===== config.mk =====
export PLATFORM = sky130hd
export DESIGN_NAME = link_printer
export DESIGN_NICKNAME = d
export VERILOG_FILES = /design/src/rtl/link_printer.sv
export SDC_FILE = /design/constraint.sdc
export NUM_CORES = 1
export LEC_CHECK = 0
export BUFFER_PORTS_ARGS = -buffer_cell sky130_fd_sc_hd__buf_2
export CAP_MARGIN = 20
export CELL_PAD_IN_SITES_DETAIL_PLACEMENT = 1
export CELL_PAD_IN_SITES_GLOBAL_PLACEMENT = 1
export CORE_MARGIN = 2
export CORE_UTILIZATION = 45
export CTS_CLUSTER_SIZE = 40
export DETAILED_ROUTE_END_ITERATION = 8
export PLACE_DENSITY_LB_ADDON = 0.12
export SYNTH_ARGS = -nofsm -noshare
export SYNTH_HDL_FRONTEND = slang
export SYNTH_SLANG_ARGS = --single-unit

===== constraint.sdc =====
create_clock -name clk -period 3.85 [get_ports clk]
set_clock_uncertainty 0.15 [all_clocks]
set_input_delay 0.385 -clock clk [delete_from_list [all_inputs] [get_ports clk]]
set_output_delay 0.385 -clock clk [all_outputs]
set_load 0.05 [all_outputs]

===== src/rtl/link_printer.sv =====
// link_printer: Game Boy Printer emulation on the slave side of the link cable
module link_printer #(
    parameter int TIMEOUT     = 4096,
    parameter int PRINT_TICKS = 65536,
    parameter int BUF_BYTES   = 5760
) (
    input  logic        clk,
    input  logic        reset,
    input  logic        cpu_en,
    input  logic        sclk,
    input  logic        sin,
    output logic        sout,
    output logic        byte_valid,
    output logic [7:0]  byte_data,
    output logic        init_pulse,
    output logic        print_start,
    output logic [31:0] print_params,
    output logic        pkt_done,
    output logic        pkt_ok,
    output logic [7:0]  status
);
    localparam int BW = $clog2(PRINT_TICKS + 1);
    localparam int TW = $clog2(TIMEOUT + 1);

    localparam logic [3:0] IDLE   = 4'd0;
    localparam logic [3:0] MAGIC2 = 4'd1;
    localparam logic [3:0] CMD    = 4'd2;
    localparam logic [3:0] COMP   = 4'd3;
    localparam logic [3:0] LEN_L  = 4'd4;
    localparam logic [3:0] LEN_H  = 4'd5;
    localparam logic [3:0] DATA   = 4'd6;
    localparam logic [3:0] CHK_L  = 4'd7;
    localparam logic [3:0] CHK_H  = 4'd8;
    localparam logic [3:0] ACK    = 4'd9;
    localparam logic [3:0] STAT   = 4'd10;

    logic          sclk_prev;
    logic [7:0]    tx, rx;
    logic [2:0]    bit_cnt;
    logic [3:0]    state;
    logic [7:0]    cmd, chk_l;
    logic [15:0]   chk, len, idx, data_cnt;
    logic [31:0]   shadow;
    logic [BW-1:0] busy_cnt;
    logic [TW-1:0] to_cnt;
    logic          chk_err, unproc;

    logic       fall, rise, byte_done, counting, abort, ok;
    logic [7:0] nb;

    assign fall      = cpu_en & sclk_prev & ~sclk;
    assign rise      = cpu_en & ~sclk_prev & sclk;
    assign byte_done = rise & (bit_cnt == 3'd7);
    assign nb        = {rx[6:0], sin};
    assign counting  = (state != IDLE) || (bit_cnt != 3'd0);
    // an sclk edge always beats an expiring timeout, so edges are excluded here
    assign abort     = cpu_en & ~fall & ~rise & counting & (to_cnt == TW'(TIMEOUT - 1));
    assign ok        = {nb, chk_l} == chk;
    assign status    = {4'b0, unproc, data_cnt >= 16'(BUF_BYTES), busy_cnt != '0, chk_err};

    // serial shifter: edge detection, bit exchange, response loading and the stall watchdog
    always_ff @(posedge clk) begin
        if (reset) begin
            sclk_prev <= 1'b1;
            sout      <= 1'b0;
            tx        <= 8'h00;
            rx        <= 8'h00;
            bit_cnt   <= 3'd0;
            to_cnt    <= '0;
        end else begin
            if (cpu_en) sclk_prev <= sclk;
            to_cnt <= (fall | rise | abort | ~counting) ? '0 : cpu_en ? to_cnt + 1'b1 : to_cnt;
            if (fall) begin
                sout <= tx[7];
                tx   <= {tx[6:0], 1'b0};
            end
            if (rise) begin
                rx      <= nb;
                bit_cnt <= bit_cnt + 3'd1;
                if (bit_cnt == 3'd7) tx <= (state == CHK_H) ? 8'h81 : (state == ACK) ? status : 8'h00;
            end
            if (abort) begin
                bit_cnt <= 3'd0;
                tx      <= 8'h00;
            end
        end
    end

    // packet parser, checksum, command actions and status bookkeeping
    always_ff @(posedge clk) begin
        if (reset) begin
            state        <= IDLE;
            cmd          <= 8'h00;
            chk          <= 16'h0000;
            chk_l        <= 8'h00;
            len          <= 16'h0000;
            idx          <= 16'h0000;
            shadow       <= 32'h0;
            byte_valid   <= 1'b0;
            byte_data    <= 8'h00;
            init_pulse   <= 1'b0;
            print_start  <= 1'b0;
            print_params <= 32'h0;
            pkt_done     <= 1'b0;
            pkt_ok       <= 1'b0;
            data_cnt     <= 16'h0000;
            busy_cnt     <= '0;
            chk_err      <= 1'b0;
            unproc       <= 1'b0;
        end else begin
            byte_valid  <= 1'b0;
            init_pulse  <= 1'b0;
            print_start <= 1'b0;
            pkt_done    <= 1'b0;
            pkt_ok      <= 1'b0;
            if (cpu_en && busy_cnt != '0) busy_cnt <= busy_cnt - 1'b1;
            if (abort) begin
                state <= IDLE;
            end else if (byte_done) begin
                case (state)
                    IDLE:   state <= (nb == 8'h88) ? MAGIC2 : IDLE;
                    MAGIC2: state <= (nb == 8'h33) ? CMD : (nb == 8'h88) ? MAGIC2 : IDLE;
                    CMD: begin
                        cmd   <= nb;
                        chk   <= {8'h00, nb};
                        state <= COMP;
                    end
                    COMP: begin
                        chk   <= chk + {8'h00, nb};
                        state <= LEN_L;
                    end
                    LEN_L: begin
                        len[7:0] <= nb;
                        chk      <= chk + {8'h00, nb};
                        state    <= LEN_H;
                    end
                    LEN_H: begin
                        len[15:8] <= nb;
                        chk       <= chk + {8'h00, nb};
                        idx       <= 16'h0000;
                        state     <= ({nb, len[7:0]} != 16'h0000) ? DATA : CHK_L;
                    end
                    DATA: begin
                        chk <= chk + {8'h00, nb};
                        idx <= idx + 16'd1;
                        if (cmd == 8'h04) begin
                            byte_valid <= 1'b1;
                            byte_data  <= nb;
                            if (data_cnt != 16'hFFFF) data_cnt <= data_cnt + 16'd1;
                        end
                        if (cmd == 8'h02 && idx < 16'd4) shadow <= {shadow[23:0], nb};
                        if (idx + 16'd1 == len) state <= CHK_L;
                    end
                    CHK_L: begin
                        chk_l <= nb;
                        state <= CHK_H;
                    end
                    CHK_H: begin
                        pkt_done <= 1'b1;
                        pkt_ok   <= ok;
                        chk_err  <= ~ok;
                        state    <= ACK;
                        if (ok && cmd == 8'h01) begin
                            init_pulse <= 1'b1;
                            unproc     <= 1'b0;
                            data_cnt   <= 16'h0000;
                            busy_cnt   <= '0;
                        end
                        if (ok && cmd == 8'h02 && len == 16'd4 && busy_cnt == '0) begin
                            print_start  <= 1'b1;
                            print_params <= shadow;
                            busy_cnt     <= BW'(PRINT_TICKS);
                            unproc       <= 1'b0;
                            data_cnt     <= 16'h0000;
                        end
                        if (ok && cmd == 8'h04 && len != 16'h0000) unproc <= 1'b1;
                    end
                    ACK:     state <= STAT;
                    default: state <= IDLE;
                endcase
            end
        end
    end
endmodule


==> reports/results.ini <==
[outcome]
status=finished, final reports clean

[sta]
slew_viol_final=0
tns_ps=0
worstMarginPinSlew_ps=1020
fmax_mhz=313
slew_headroom_pct=31.9
hold_viol=0
fin_crit_sh_pct=83.1
setup_viol=0
rsz0062_at_grt=false
period_needed_ps=3200

[critical_path]
worstSetupStartpoint=cmd[3]$_SDFFE_PP0P_
worst_r2r_startpoint=cmd[3]$_SDFFE_PP0P_
end_kind=register
cp.arrival_ps=3440
critPathKind=register to register
start_kind=register
reg2reg_slack_ps=650
worstPathMaxFanout=11
required_ps=4090
reg2regPathDepth=7
r2r_end=data_cnt[11]$_SDFFE_PP0P_
critPathCapture=data_cnt[11]$_SDFFE_PP0P_

[clocking]
cts_buffers=24
cts_tree=done
clkSlewWorstSetupHoldPaths_ps=60
clkSinkCount=213
clk_latency_ps=520
clockRootBuffer=clkbuf_16
htree_num_levels=1
max-clock-path-buffers=3

[placed_design]
port_buffers=54
place_congestion=0.807
place_area_mm2=0.0103
hpwl_um=18100

[synthesis]
synthTopCellsByArea=dfxtp_1 44%, mux2i_1 9.0%, nor2_1 7.7%
yosys_register_bits=213
yosysTopAreaCellShare_pct=43.5
async_flop_share_pct=0
yosysSeqAreaShare_pct=43.5
synth_top_flop_cell=dfxtp_1
synth_area_mm2=0.00980
synth_top_cell_by_area=dfxtp_1
netlist_instances=1162
yosysUniqueCellTypes=58
synth_edf_count=0
ys.warnings.count=0
postSynthAreaPerCell_um2=8.43

[worst_hold_path]
hp-class=primary input to register
hold_depth=3

[global_route]
gr-usage-met3_pct=4.01
grt_max_degree=101
grt_use_met1_pct=30.0
grt_pass1_vias=8177
overflow=0
antenna_found_initial=0
grt_pass1_wl_um=42400
grt_use_total_pct=22.9
busiest_layer=met2
grt_use_met2_pct=39.6

[detailed_routing]
postRouteAntennaNets=0
initialDrtViolationCount=308
vias=8168
drt-pass1-iter-count=4
routedWlPerCell_um=17.5
vias_per_cell=5.49
finalWirelength_um=26100
drc_errors=0

[die]
core_mm2=0.0212
start_util_pct=46.2
die_y_um=152
die_x_um=152
die-area_mm2=0.0230
io_pins=59
rows=53

[cells_and_area]
area_delta_synth_final_pct=13.4
layout_common_cells=213 x dfxtp_1, 200 x nor2_1, 122 x nand2_1, 88 x mux2i_1, 77 x a21oi_1
nNetsFinal=1217
diodes=0
final_common_cell=dfxtp_1
drive_above_1_share_pct=10.5
stdcell_area_mm2=0.0111

[flow_run]
drv_cap=0

[power]
power_density_mw_per_mm2=469
ir_drop_v=0.000280
p_leak_nw=4.39

worst max-delay path, cell delays in order, from the launching register on:
cell,delay [ps]
dfxtp_1,320
or4_1,550
nor2_1,190
nor4bb_1,490
a31oi_1,430
a211o_1,460
or3_1,360
mux2i_1,140
metrics by stage:
stage	setup slack (ps)	instances	hold slack (ps)	power (mW)	util (%)
after floorplan	1020	1165	281	2.88	-
after global placement	709	1442	286	2.97	48.6
after detailed placement	653	1442	290	2.99	48.6
after CTS	641	1487	161	5.28	52.3
after global routing	432	1487	182	5.45	52.3
final	652	1487	186	5.21	52.3
cells by family after synthesis:
kind of cell / Yosys count / share of synthesized area (%)
AOI/OAI and AO/OA: 169 / 10.2
xor gates and xnor gates: 82 / 7.33
adders and majority gates: 18 / 2.38
buffers and inverters: 101 / 4.15
DFF: 213 / 43.5
muxes: 88 / 8.99
other: 1 / 0.0383
and+or+nand+nor: 490 / 23.3
sequential cells by signal, indices dropped and copies added (netlist names), 13 cells and up:
| register | cells |
|---|---|
| busy_cnt | 17 |
| chk | 16 |
| data_cnt | 16 |
| idx | 16 |
| len | 16 |
| print_params | 32 |
| shadow | 32 |
| to_cnt | 13 |
Yosys cell counts, types with 8 or more instances:
cell type    n
a211oi_1    14
dfxtp_1    213
buf_1        8
nor3_1      29
mux2i_1     88
ha_1        17
inv_1       24
nor2_1     200
nand3_1     17
nor4_1      21
clkbuf_1    59
a21oi_1     77
xnor2_1     43
or4_1        8
nand2b_1     9
o21ai_0     38
and3_1      16
nand2_1    122
or3_1       13
nand4_1     17
xor2_1      39
layout make-up:
| class | count | area [um^2] |
|---|---|---|
| Timing Repair Buffer | 80 | 470 |
| Clock inverter | 9 | 77.6 |
| Multi-Input combinational cell | 851 | 5150 |
| Tap cell | 275 | 344 |
| Fill cell | 2521 | 10100 |
| Clock buffer | 35 | 713 |
| Sequential cell | 213 | 4260 |
| Inverter | 24 | 90.1 |
metal layers:
metal | vias up | share of wire (%)
li1 | 4035 | -
met1 | 3990 | 47
met2 | 113 | 47
met3 | 30 | 4.6
met4 | 0 | 1.3
met5 | - | 0
worst min path at each step:
stage,from,to
floorplan,busy_cnt[7]$_SDFF_PP0_,busy_cnt[7]$_SDFF_PP0_
CTS,sin,chk[0]$_SDFFE_PP0P_
global route,sin,chk[0]$_SDFFE_PP0P_
finish,cpu_en,to_cnt[0]$_SDFFE_PP0P_
detailed placement,print_params[3]$_SDFFE_PP0P_,print_params[3]$_SDFFE_PP0P_
global placement,print_params[13]$_SDFFE_PP0P_,print_params[13]$_SDFFE_PP0P_
report_power, final:
| part | switching (mW) | leakage [nW] | internal [mW] |
|---|---|---|---|
| combinational | 0.367 | 2.29 | 0.228 |
| sequential | 0.0686 | 1.72 | 2.28 |
| clock | 0.913 | 0.384 | 1.35 |
timing repair:
| item | in CTS | in global routing |
|---|---|---|
| resized for setup | 0 | 0 |
| hold buffers | 1 | 0 |
| hold endpoints to repair | 1 | 0 |
| buffers inserted | 0 | 0 |
Power figures use the tool's default switching activity.
